`config.mk`:
```
export PLATFORM = sky130hd
export DESIGN_NAME = key_debouncer
export DESIGN_NICKNAME = d
export VERILOG_FILES = /design/src/rtl/key_pkg.sv /design/src/rtl/key_debouncer_sync2.sv /design/src/rtl/key_debouncer.sv
export SDC_FILE = /design/constraint.sdc
export NUM_CORES = 1
export LEC_CHECK = 0
export CORE_ASPECT_RATIO = 0.75
export CORE_MARGIN = 2
export CORE_UTILIZATION = 29
export CTS_CLUSTER_DIAMETER = 120
export DETAILED_ROUTE_END_ITERATION = 10
export SLEW_MARGIN = 10
export SYNTH_ARGS = -nofsm -noshare
export SYNTH_HDL_FRONTEND = slang
export SYNTH_SLANG_ARGS = --single-unit
```
`constraint.sdc`:
```
create_clock -name CLK -period 5.15 [get_ports CLK]
set_clock_uncertainty 0.05 [all_clocks]
set_input_delay 1.2875 -clock CLK [delete_from_list [all_inputs] [get_ports CLK]]
set_output_delay 1.2875 -clock CLK [all_outputs]
set_load 0.01 [all_outputs]
```
`src/rtl/key_pkg.sv`:
```
// Shared types and defaults for the pushbutton debouncer.
package key_pkg;

  typedef enum logic [1:0] {
    IDLE        = 2'd0,
    ARM_PRESS   = 2'd1,
    PRESSED     = 2'd2,
    ARM_RELEASE = 2'd3
  } key_state_t;

  localparam int unsigned DEFAULT_STABLE_CYCLES = 1_000_000;

endpackage

```
`src/rtl/key_debouncer_sync2.sv`:
```
// Two-flop synchronizer for slow asynchronous inputs (keys, switches).
// RESET_VAL selects the level both stages take during reset.
module sync2 #(
  parameter logic RESET_VAL = 1'b0
) (
  input  logic clk,
  input  logic rst,
  input  logic d,
  output logic q
);

  logic meta_q;
  logic sync_q;

  always_ff @(posedge clk or posedge rst) begin
    if (rst) begin
      meta_q <= RESET_VAL;
      sync_q <= RESET_VAL;
    end else begin
      meta_q <= d;
      sync_q <= meta_q;
    end
  end

  assign q = sync_q;

endmodule

```
`src/rtl/key_debouncer.sv`:
```
// Debouncer for one active-low key: level, press/release pulses, optional toggle.
// Define KEY_DEBOUNCER_TOGGLE_EN to build the toggle flop; otherwise toggle is tied 0.
module key_debouncer
  import key_pkg::*;
#(
  parameter int unsigned STABLE_CYCLES = DEFAULT_STABLE_CYCLES
) (
  input  logic CLK,
  input  logic reset,
  input  logic KEYb,
  output logic pressed,
  output logic press_pulse,
  output logic release_pulse,
  output logic toggle
);

  localparam int unsigned     CNT_W    = $clog2(STABLE_CYCLES + 1);
  localparam logic [CNT_W-1:0] CNT_LAST = CNT_W'(STABLE_CYCLES - 1);
  localparam logic [CNT_W-1:0] CNT_ONE  = CNT_W'(1);

  logic key_s;

  sync2 #(.RESET_VAL(1'b1)) u_sync_key (
    .clk (CLK),
    .rst (reset),
    .d   (KEYb),
    .q   (key_s)
  );

  key_state_t       state_q, state_d;
  logic [CNT_W-1:0] cnt_q, cnt_d;
  logic             pressed_q, pressed_d;
  logic             press_pulse_q, press_pulse_d;
  logic             release_pulse_q, release_pulse_d;

  // The arming sample counts as 1, so a commit needs STABLE_CYCLES agreeing samples.
  always_comb begin
    state_d         = state_q;
    cnt_d           = cnt_q;
    pressed_d       = pressed_q;
    press_pulse_d   = 1'b0;
    release_pulse_d = 1'b0;
    unique case (state_q)
      IDLE: begin
        if (!key_s) begin
          state_d = ARM_PRESS;
          cnt_d   = CNT_ONE;
        end else begin
          cnt_d = '0;
        end
      end
      ARM_PRESS: begin
        if (key_s) begin
          state_d = IDLE;
          cnt_d   = '0;
        end else if (cnt_q == CNT_LAST) begin
          state_d       = PRESSED;
          pressed_d     = 1'b1;
          press_pulse_d = 1'b1;
          cnt_d         = '0;
        end else begin
          cnt_d = cnt_q + 1'b1;
        end
      end
      PRESSED: begin
        if (key_s) begin
          state_d = ARM_RELEASE;
          cnt_d   = CNT_ONE;
        end else begin
          cnt_d = '0;
        end
      end
      ARM_RELEASE: begin
        if (!key_s) begin
          state_d = PRESSED;
          cnt_d   = '0;
        end else if (cnt_q == CNT_LAST) begin
          state_d         = IDLE;
          pressed_d       = 1'b0;
          release_pulse_d = 1'b1;
          cnt_d           = '0;
        end else begin
          cnt_d = cnt_q + 1'b1;
        end
      end
      default: begin
        state_d = IDLE;
        cnt_d   = '0;
      end
    endcase
  end

  always_ff @(posedge CLK or posedge reset) begin
    if (reset) begin
      state_q         <= IDLE;
      cnt_q           <= '0;
      pressed_q       <= 1'b0;
      press_pulse_q   <= 1'b0;
      release_pulse_q <= 1'b0;
    end else begin
      state_q         <= state_d;
      cnt_q           <= cnt_d;
      pressed_q       <= pressed_d;
      press_pulse_q   <= press_pulse_d;
      release_pulse_q <= release_pulse_d;
    end
  end

  assign pressed       = pressed_q;
  assign press_pulse   = press_pulse_q;
  assign release_pulse = release_pulse_q;

`ifdef KEY_DEBOUNCER_TOGGLE_EN
  logic toggle_q, toggle_d;

  always_comb begin
    toggle_d = press_pulse_d ? ~toggle_q : toggle_q;
  end

  always_ff @(posedge CLK or posedge reset) begin
    if (reset) begin
      toggle_q <= 1'b0;
    end else begin
      toggle_q <= toggle_d;
    end
  end

  assign toggle = toggle_q;
`else
  assign toggle = 1'b0;
`endif

endmodule

```
======== After elaboration in Yosys (flattened, before gate mapping) ========
Index checks and enable logic that the tools add are counted.
operators by class
  muxes and demuxes ....................... 23
  reductions and logical operators ........ 4
  multipliers ............................. 0
  bitwise gates (word level) .............. 0
  shifts and indexed selects .............. 0
  $add $sub $neg .......................... 1
  div/mod/pow operators ................... 0
  order comparisons ....................... 0
  equal/unequal tests ..................... 12
operators by type and width
  operator                                                count
  one-hot mux 20 bit (4 select lines)                     1
  two-way mux 20 bit                                      3
  adder 20 x 1 -> 20 bit (second input constant)          1
  equality test 20 bit (second input constant)            1
  two-way mux 2 bit                                       6
  two-way mux 1 bit                                       11
  inequality test 2 bit (second input constant)           4
  one-hot mux 2 bit (4 select lines)                      1
  AND reduction 5 bit                                     1
  equality test 2 bit (second input constant)             2
  inequality test 2 x 1 -> 1 bit (second input constant)  2
  AND reduction 4 bit                                     1
  inequality test 3 x 2 -> 1 bit (second input constant)  1
  inequality test 3 bit (second input constant)           1
  equality test 2 x 1 -> 1 bit (second input constant)    1
  zero test 2 bit                                         1
  one-hot mux 1 bit (2 select lines)                      1
  nonzero test 2 bit                                      1
word-level totals
  input bits .............................. 3
  bits in registers ....................... 27
  memory bits (read-only) ................. 0
  memories kept ........................... 0
  bits in writable memories ............... 0
  latch bits .............................. 0
  logic and storage cells ................. 47
  output and inout port bits .............. 4

======== Longest topological paths before layout ========
  depth after elaboration ................. 4
  depth in mapped cells ................... 6
  depth with buffers taken out ............ 5

======== By module ========
From an unflattened synthesis, not the netlist that was laid out.
second synthesis, totals
  cell total of the unflattened synthesis .. 132
  area, all modules ....................... 1,357.6 um^2
by module, submodules not included
  module         times used  area an instance (um^2)  cells an instance  seq. area each (um^2)
  key_debouncer  1           1,301.2                  129                625.6
  sync2          1           56.3                     3                  52.6

======== Worst setup path after synthesis ========
OpenSTA, ideal clock, no wires.
  path type ............................... reg2reg
  start point ............................. register cnt_q[5]
  end point ............................... register cnt_q[19]
  path slack .............................. 3.295 ns
  required time ........................... 5.022 ns
  period minus slack after synthesis ...... 1.855 ns
  arrival ................................. 1.727 ns
  path buffers ............................ 1
  setup time .............................. 0.078 ns
  stages on the path, launching flop included .. 6
  path through ............................ dfrtp_1 -> nand4_4 -> or3_1 -> buf_6 -> or4_1 -> a21oi_1
between the ends
  cells in the longest elaborated chain, start to end .. 4
  elaborated cells on any way between the ends .. 6
  those cells by class .................... add/sub: 1; eq/ne: 1; mux: 4
ends and longest elaborated chain
  what                                                                   RTL line                                  source
  start, declared                                                        key_debouncer.sv:31                       logic [CNT_W-1:0] cnt_q, cnt_d;
  start signal, assigned                                                 key_debouncer.sv:102                      cnt_q <= cnt_d;
  adder 20 x 1 -> 20 bit / equality test 20 bit (equally long branches)  --
  two-way mux 20 bit *                                                   key_debouncer.sv:56, key_debouncer.sv:77
  two-way mux 20 bit (on tied branches)                                  key_debouncer.sv:74, key_debouncer.sv:53
  one-hot mux 20 bit (4 select lines) *                                  key_debouncer.sv:43                       unique case (state_q)
  net cnt_d[19]                                                          key_debouncer.sv:31
Mark *: on every way through the listed nets, which the timed path passes. The rest lies on a longest branch.
A chain may end at the register's enable or synchronous reset.

======== Worst setup path in the final report ========
  start point ............................. register pressed_q (netlist: pressed)
  end point ............................... output pressed
RTL lines
  what                    RTL line              source
  start, declared         key_debouncer.sv:32   logic pressed_q, pressed_d;
  start signal, assigned  key_debouncer.sv:103  pressed_q <= pressed_d;
  end, declared           key_debouncer.sv:11   output logic pressed,
No word-level cell between the ends.

==> flow_summary.yaml <==
status:
  status: "finished clean"
synthesis:
  ys_seq_area_frac: 0.519
  syn_inst: 130
  syn_avg_cell_area_sq_um: 10.1
  yosysUniqueCellTypes: 32
  synth_top_area_share: 0.478
  synth_edf_count: 0
  synth_most_common_cell: "dfrtp_1"
  synthArstFlopShare: 1.00
  synth_area_sq_um: 1310
  synth_area_leaders: "dfrtp_1 48%, xnor2_1 5.4%, nor2_1 4.6%"
  synth_warnings: 0
  synth_common_cells: "25 x dfrtp_1, 16 x nor2_1, 8 x nand2_1, 8 x xnor2_1, 7 x nand3_1"
  synth_top_cell_by_area: "dfrtp_1"
  synth.ff_latch_count: 27
  synth_flop_cell: "dfrtp_1"
  syn-num-nets: 134
clock_tree:
  cts_tree: "done"
  path_clk_slew_ns: 0.08
  cts-buffers-inserted: 3
  htreeDepth: 1
  post_cts_buffers: 0
  cts_resized: 0
  cts_hold_buf: 0
  clockRootBuffer: "clkbuf_8"
  worstSkewPairLatency_ns: 0.27
  cts_sinks: 27
  clockBufferDepth: 2
route:
  drt_iter0_markers: 47
  routed_wirelength_um: 2430
  post-route-drc-count: 0
  post_drt_wl_per_cell_um: 12.8
  m1WireLength_um: 1160
  wl_met2_um: 1130
  drt-pass1-iter-count: 4
  top_layer: "met4"
  wl_met3_um: 92
  vias_per_cell: 4.92
  postRouteAntennaNets: 0
  route.vias.total: 934
timing:
  setup_violations: 0
  hold_slack_ns: 0.309
  fin_setup_tns_ns: 0
  worst_slack_ns: 2.65
  slew_headroom: 0.332
  period_needed_ns: 2.50
  worst_pin_slew_ns: 1.00
  fin_crit_sh: 0.486
  rsz0062_at_grt: "false"
  finalHoldViolCount: 0
  timing.fmax_mhz: 400
  drv_slew: 0
run:
  maxCapViolations: 0
power_and_ir_drop:
  share_comb_of_total_power: 0.034
  p_sw_frac: 0.211
  p_clk_frac: 0.339
  seqPwrFrac: 0.627
  vdd_drop_max_v: 0.000126
  switching_power_mw: 0.0730
  p_per_area_nw_per_um2: 240
  p_int_mw: 0.273
  finalPower_mw: 0.346
  p_leak_nw: 0.540
global_route:
  antenna_found_initial: 0
  grt-ovfl-total: 0
  grt_max_degree: 28
  grt_pass1_wl_um: 4420
  grtUsageTotal: 0.112
  grt_pass1_vias: 955
setup_path:
  path_buf_inv: 1
  crit_slowest_cell: "clkdlybuf4s50_1"
  critPathKind: "flop to output pin"
  crit_path_start_kind: "flop"
  critical-path-top-delay-family: "buffers and inverters"
  crit_chain: "clkdlybuf4s50_1"
  required_ns: 3.81
  crit_arrival_ns: 1.16
  worstPathMaxFanout: 3
  cp_slowest_stage_delay_ns: 0.53
  worstSetupEndpointType: "output pin"
finish:
  diodes: 0
  layout-drive-gt1-share: 0.0677
  nets: 138
  areaGrowthSynthToFinish_pct: 10.1
  post-route-util: 0.328
placed_design:
  gp_congestion: 0.839
  port-buffer-count: 5
  dp_worst_setup_slack_ns: 2.55
  place_hpwl_um: 1750
die:
  row_count: 21
  core_sq_um: 4390
  io_pins: 7
  die_x_um: 81.5
  die_y_um: 62.2
  start_util: 0.298
  dieArea_sq_um: 5070
worst_hold_path:
  min_path_type: "flop to flop"
==> through the flow <==
stage	cell area, sq um	instances
floorplan	1310	130
detailed placement	1400	186
global placement	1400	186
finish	1440	190
global route	1440	190
CTS	1440	190
==> path summary, 6_finish.rpt <==
path,startpoint,end,cells past startpoint,slack (ns)
setup reg to reg,cnt_q[12]$_DFF_PP0_,cnt_q[6]$_DFF_PP0_,4,3.06
min in group asynchronous,reset,cnt_q[5]$_DFF_PP0_,2,1.50
max in group asynchronous,reset,cnt_q[1]$_DFF_PP0_,2,2.95
setup / recovery,pressed$_DFFE_PP0P_,pressed,1,2.65
hold reg to reg,u_sync_key.meta_q$_DFF_PP1_,u_sync_key.q$_DFF_PP1_,0,0.31
hold / removal,u_sync_key.meta_q$_DFF_PP1_,u_sync_key.q$_DFF_PP1_,0,0.31
==> area by class of cell <==
cell class | instances | area, sq um
multi-input cells | 91 | 573
flip-flops and latches | 27 | 678
repair buffers | 5 | 50.0
fillers | 435 | 2950
well taps | 57 | 71.3
clock buffers | 4 | 45.0
inverters | 6 | 22.5
==> state kept, by name, summed over array words and instances, names as in the netlist, named ones only <==
| register | count |
|---|---|
| cnt_q | 20 |
| press_pulse | 1 |
| pressed | 1 |
| release_pulse | 1 |
| state_q | 1 |
| u_sync_key.meta_q | 1 |
| u_sync_key.q | 1 |
==> cells in the final DEF (no fill, tap or decap) <==
master / n
o21ai_2: 1
inv_1: 6
clkdlybuf4s50_1: 5
a21boi_0: 1
conb_1: 1
or4_1: 5
xor2_1: 6
a21oi_1: 5
nand3_1: 7
nor2_1: 16
or3b_2: 1
and4_1: 1
nand2_1: 8
or3_1: 1
clkbuf_8: 3
dfrtp_1: 25
mux2i_1: 1
and4b_1: 1
dfstp_2: 2
nand4_4: 1
nand4_1: 5
o21ai_0: 1
nor4_1: 6
o31ai_1: 5
a211oi_1: 1
ha_1: 1
clkbuf_1: 1
and2_1: 1
nor3_1: 5
nor4b_1: 1
or2_2: 1
xnor2_1: 8
==> logic make-up after synthesis <==
kind of cell	Yosys count	share of synthesized area
compound gates	14	0.0699
xor+xnor	14	0.0938
fa+ha+maj	1	0.00957
buf+inv	12	0.0431
flops	27	0.519
mux	1	0.00766
other cells	1	0.00287
simple gates	60	0.255
==> per-layer routing <==
metal	track usage	vias up
met4	0.0572	0
li1	-	468
met3	0.0189	5
met5	0	-
met2	0.168	22
met1	0.154	439
==> power by group through the flow <==
stage                     registers, mW  logic [mW]  clock network (mW)
after floorplan                   0.221     0.00894                   0
after global placement            0.221      0.0115                   0
after detailed placement          0.221      0.0122                   0
after CTS                         0.217      0.0123               0.123
after global routing              0.218      0.0140               0.132
final                             0.217      0.0117               0.117
Note: power is estimated with default switching activity, not from simulation.
==> RTL edit (same settings) <==
Change the package constant `DEFAULT_STABLE_CYCLES` from 1_000_000 to 500_000.
--- a/src/rtl/key_pkg.sv
+++ b/src/rtl/key_pkg.sv
@@ -9,5 +9,5 @@
   } key_state_t;
 
-  localparam int unsigned DEFAULT_STABLE_CYCLES = 1_000_000;
+  localparam int unsigned DEFAULT_STABLE_CYCLES = 500_000;
 
 endpackage
Formal check against the unedited RTL: no difference found for any inputs over 10 cycles, from zero or initial values and one cycle with reset high; that may be too few to reach the edited logic, so the function may still have changed.
==> RTL edit against the original RTL <==
Count of clock-buffer cells in the layout unchanged; clock power increased by 13%; sequential cell count decreased by 1; total power increased by 1.8%; wire length increased by 0.45%; worst setup slack got worse by 0.022 ns; area after synthesis decreased by 2.4%; global-route usage decreased by 0.15 points; design area decreased by 1.8%; first-iteration DRC count increased by 53%; worst hold slack improved by 0.0034 ns; critical path type unchanged; largest power group unchanged.
==> RTL edit: results (changes against the original RTL) <==
- After synthesis, the cell types taking the most area are sky130_fd_sc_hd__dfrtp_1, sky130_fd_sc_hd__nor2_1, sky130_fd_sc_hd__xnor2_1.
- The detail-routed net length per standard cell was 13.3 um (+3.7%).
- The weighted congestion reported at the end of routability-driven placement is 0.844 (+0.58%).
- The pin count of the biggest net entering global routing is 27 (-3.6%).
- The worst setup timing slack at the placement stage was 2.57 ns (+0.0202 ns).
- The share of final-layout standard cells stronger than drive strength 1 is 9.30% (+2.5 points).
- The detailed router's first-iteration violation count is 72 (+53%).
- The run finished with clean final reports.
- The static leakage is 0.537 nW (-0.51%).
- The async set-or-reset flop fraction in the synthesized netlist is 100% (unchanged).
- The aggregate global-route resource usage is 11.1% (-0.15 points).
- The clock root buffer master is sky130_fd_sc_hd__clkbuf_8.
- The mux contribution to synthesized area is 1.57% (+0.80 points).
- The mean area per synthesized cell is 10.2 um2 (+1.5%).
- The gate count after technology mapping is 125 (-3.8%).
- The fraction of the mapped netlist area in compound gates came to 4.12% (-2.9 points).
- The estimated wirelength of the detail-placed design is 1.77 mm (+1.1%).
- The number of distinct library cell variants in the gate-level netlist after synthesis came to 31 (-3.1%).
- The total placed instance area is 1360 um2 (-2.6%).
- The flip-flop count of the largest register, all copies and words added came to 19 (-5.0%).
- The adder-cell share of the synthesized area is 0.980% (+0.023 points).
- The worst-case register-to-register setup slack is 3.00 ns (-0.06 ns).
- The total internal power came to 0.278 mW (+1.9%).
- The worst-case reg-to-reg path depth is 5 (+1).
- The portion of the post-synthesis area used by sequential elements was 51.2% (-0.69 points).
- The overall via count from detail_route is 906 (-3.0%).
- The post-layout minimum cycle time is 2.52 ns (+0.0221 ns).
RTL edit: cell count changes in the layout (fill, tap and decap cells not counted), moves of 2 or more:
cell,unedited run,this run
sky130_fd_sc_hd__a21oi_1,5,1
sky130_fd_sc_hd__and4_1,1,4
sky130_fd_sc_hd__nand2_1,8,6
sky130_fd_sc_hd__nor2_1,16,22
sky130_fd_sc_hd__nand3_1,7,9
sky130_fd_sc_hd__o31ai_1,5,0
sky130_fd_sc_hd__or4_1,5,0
sky130_fd_sc_hd__o21ai_0,1,3
sky130_fd_sc_hd__inv_1,6,3
RTL edit: routing by layer:
metal | routed length, um | track usage [%] | vias to the layer above
met3 | 91 | 3.23 | 0
met2 | 1080 | 17.9 | 21
met4 | 0 | 2.42 | 0
met1 | 1270 | 15.0 | 439
met5 | 0 | 0 | -
li1 | - | - | 446
RTL edit: power by group through the flow:
stage               Combinational (mW)  Clock, mW  Sequential, mW
finish                          0.0116      0.132           0.209
global route                    0.0136      0.146           0.210
CTS                             0.0120      0.136           0.209
detailed placement              0.0120          0           0.213
global placement                0.0114          0           0.213
floorplan                      0.00920          0           0.212
RTL edit: through the flow:
step                      hold WS (ns)  std cells  utilization (%)
final                            0.312        184             34.2
after floorplan                  0.295        125                -
after CTS                        0.315        184             34.2
after detailed placement         0.302        180             32.9
after global placement           0.299        180             32.9
after global routing             0.320        184             34.2
RTL edit: path summary, 6_finish.rpt:
kind                              startpoint            to
hold reg to reg            u_sync_key.meta_q  u_sync_key.q
max in group asynchronous              reset     cnt_q[13]
min in group asynchronous              reset      cnt_q[0]
setup / recovery                     pressed       pressed
hold / removal             u_sync_key.meta_q  u_sync_key.q
setup reg to reg                    cnt_q[0]      cnt_q[4]
RTL edit: cells by family (layout without fill, tap and decap cells):
logic type / Yosys count / after routing
AND/OR/NAND/NOR: 63 / 63
flip-flops: 26 / 26
XOR/XNOR: 16 / 16
AO/OA/AOI/OAI: 8 / 8
buffers and inverters: 8 / 12
multiplexers: 2 / 2
adder cells (fa/ha/maj): 1 / 1
other: 1 / 1
RTL edit: layout make-up:
class	instances	area (um2)	share of cell area [%]
clock buffer	4	55.1	3.89
inverter	3	11.3	0.796
multi-input combinational	91	576	40.7
sequential	26	653	46.2
tap	55	68.8	4.87
timing repair buffer	5	50.0	3.54
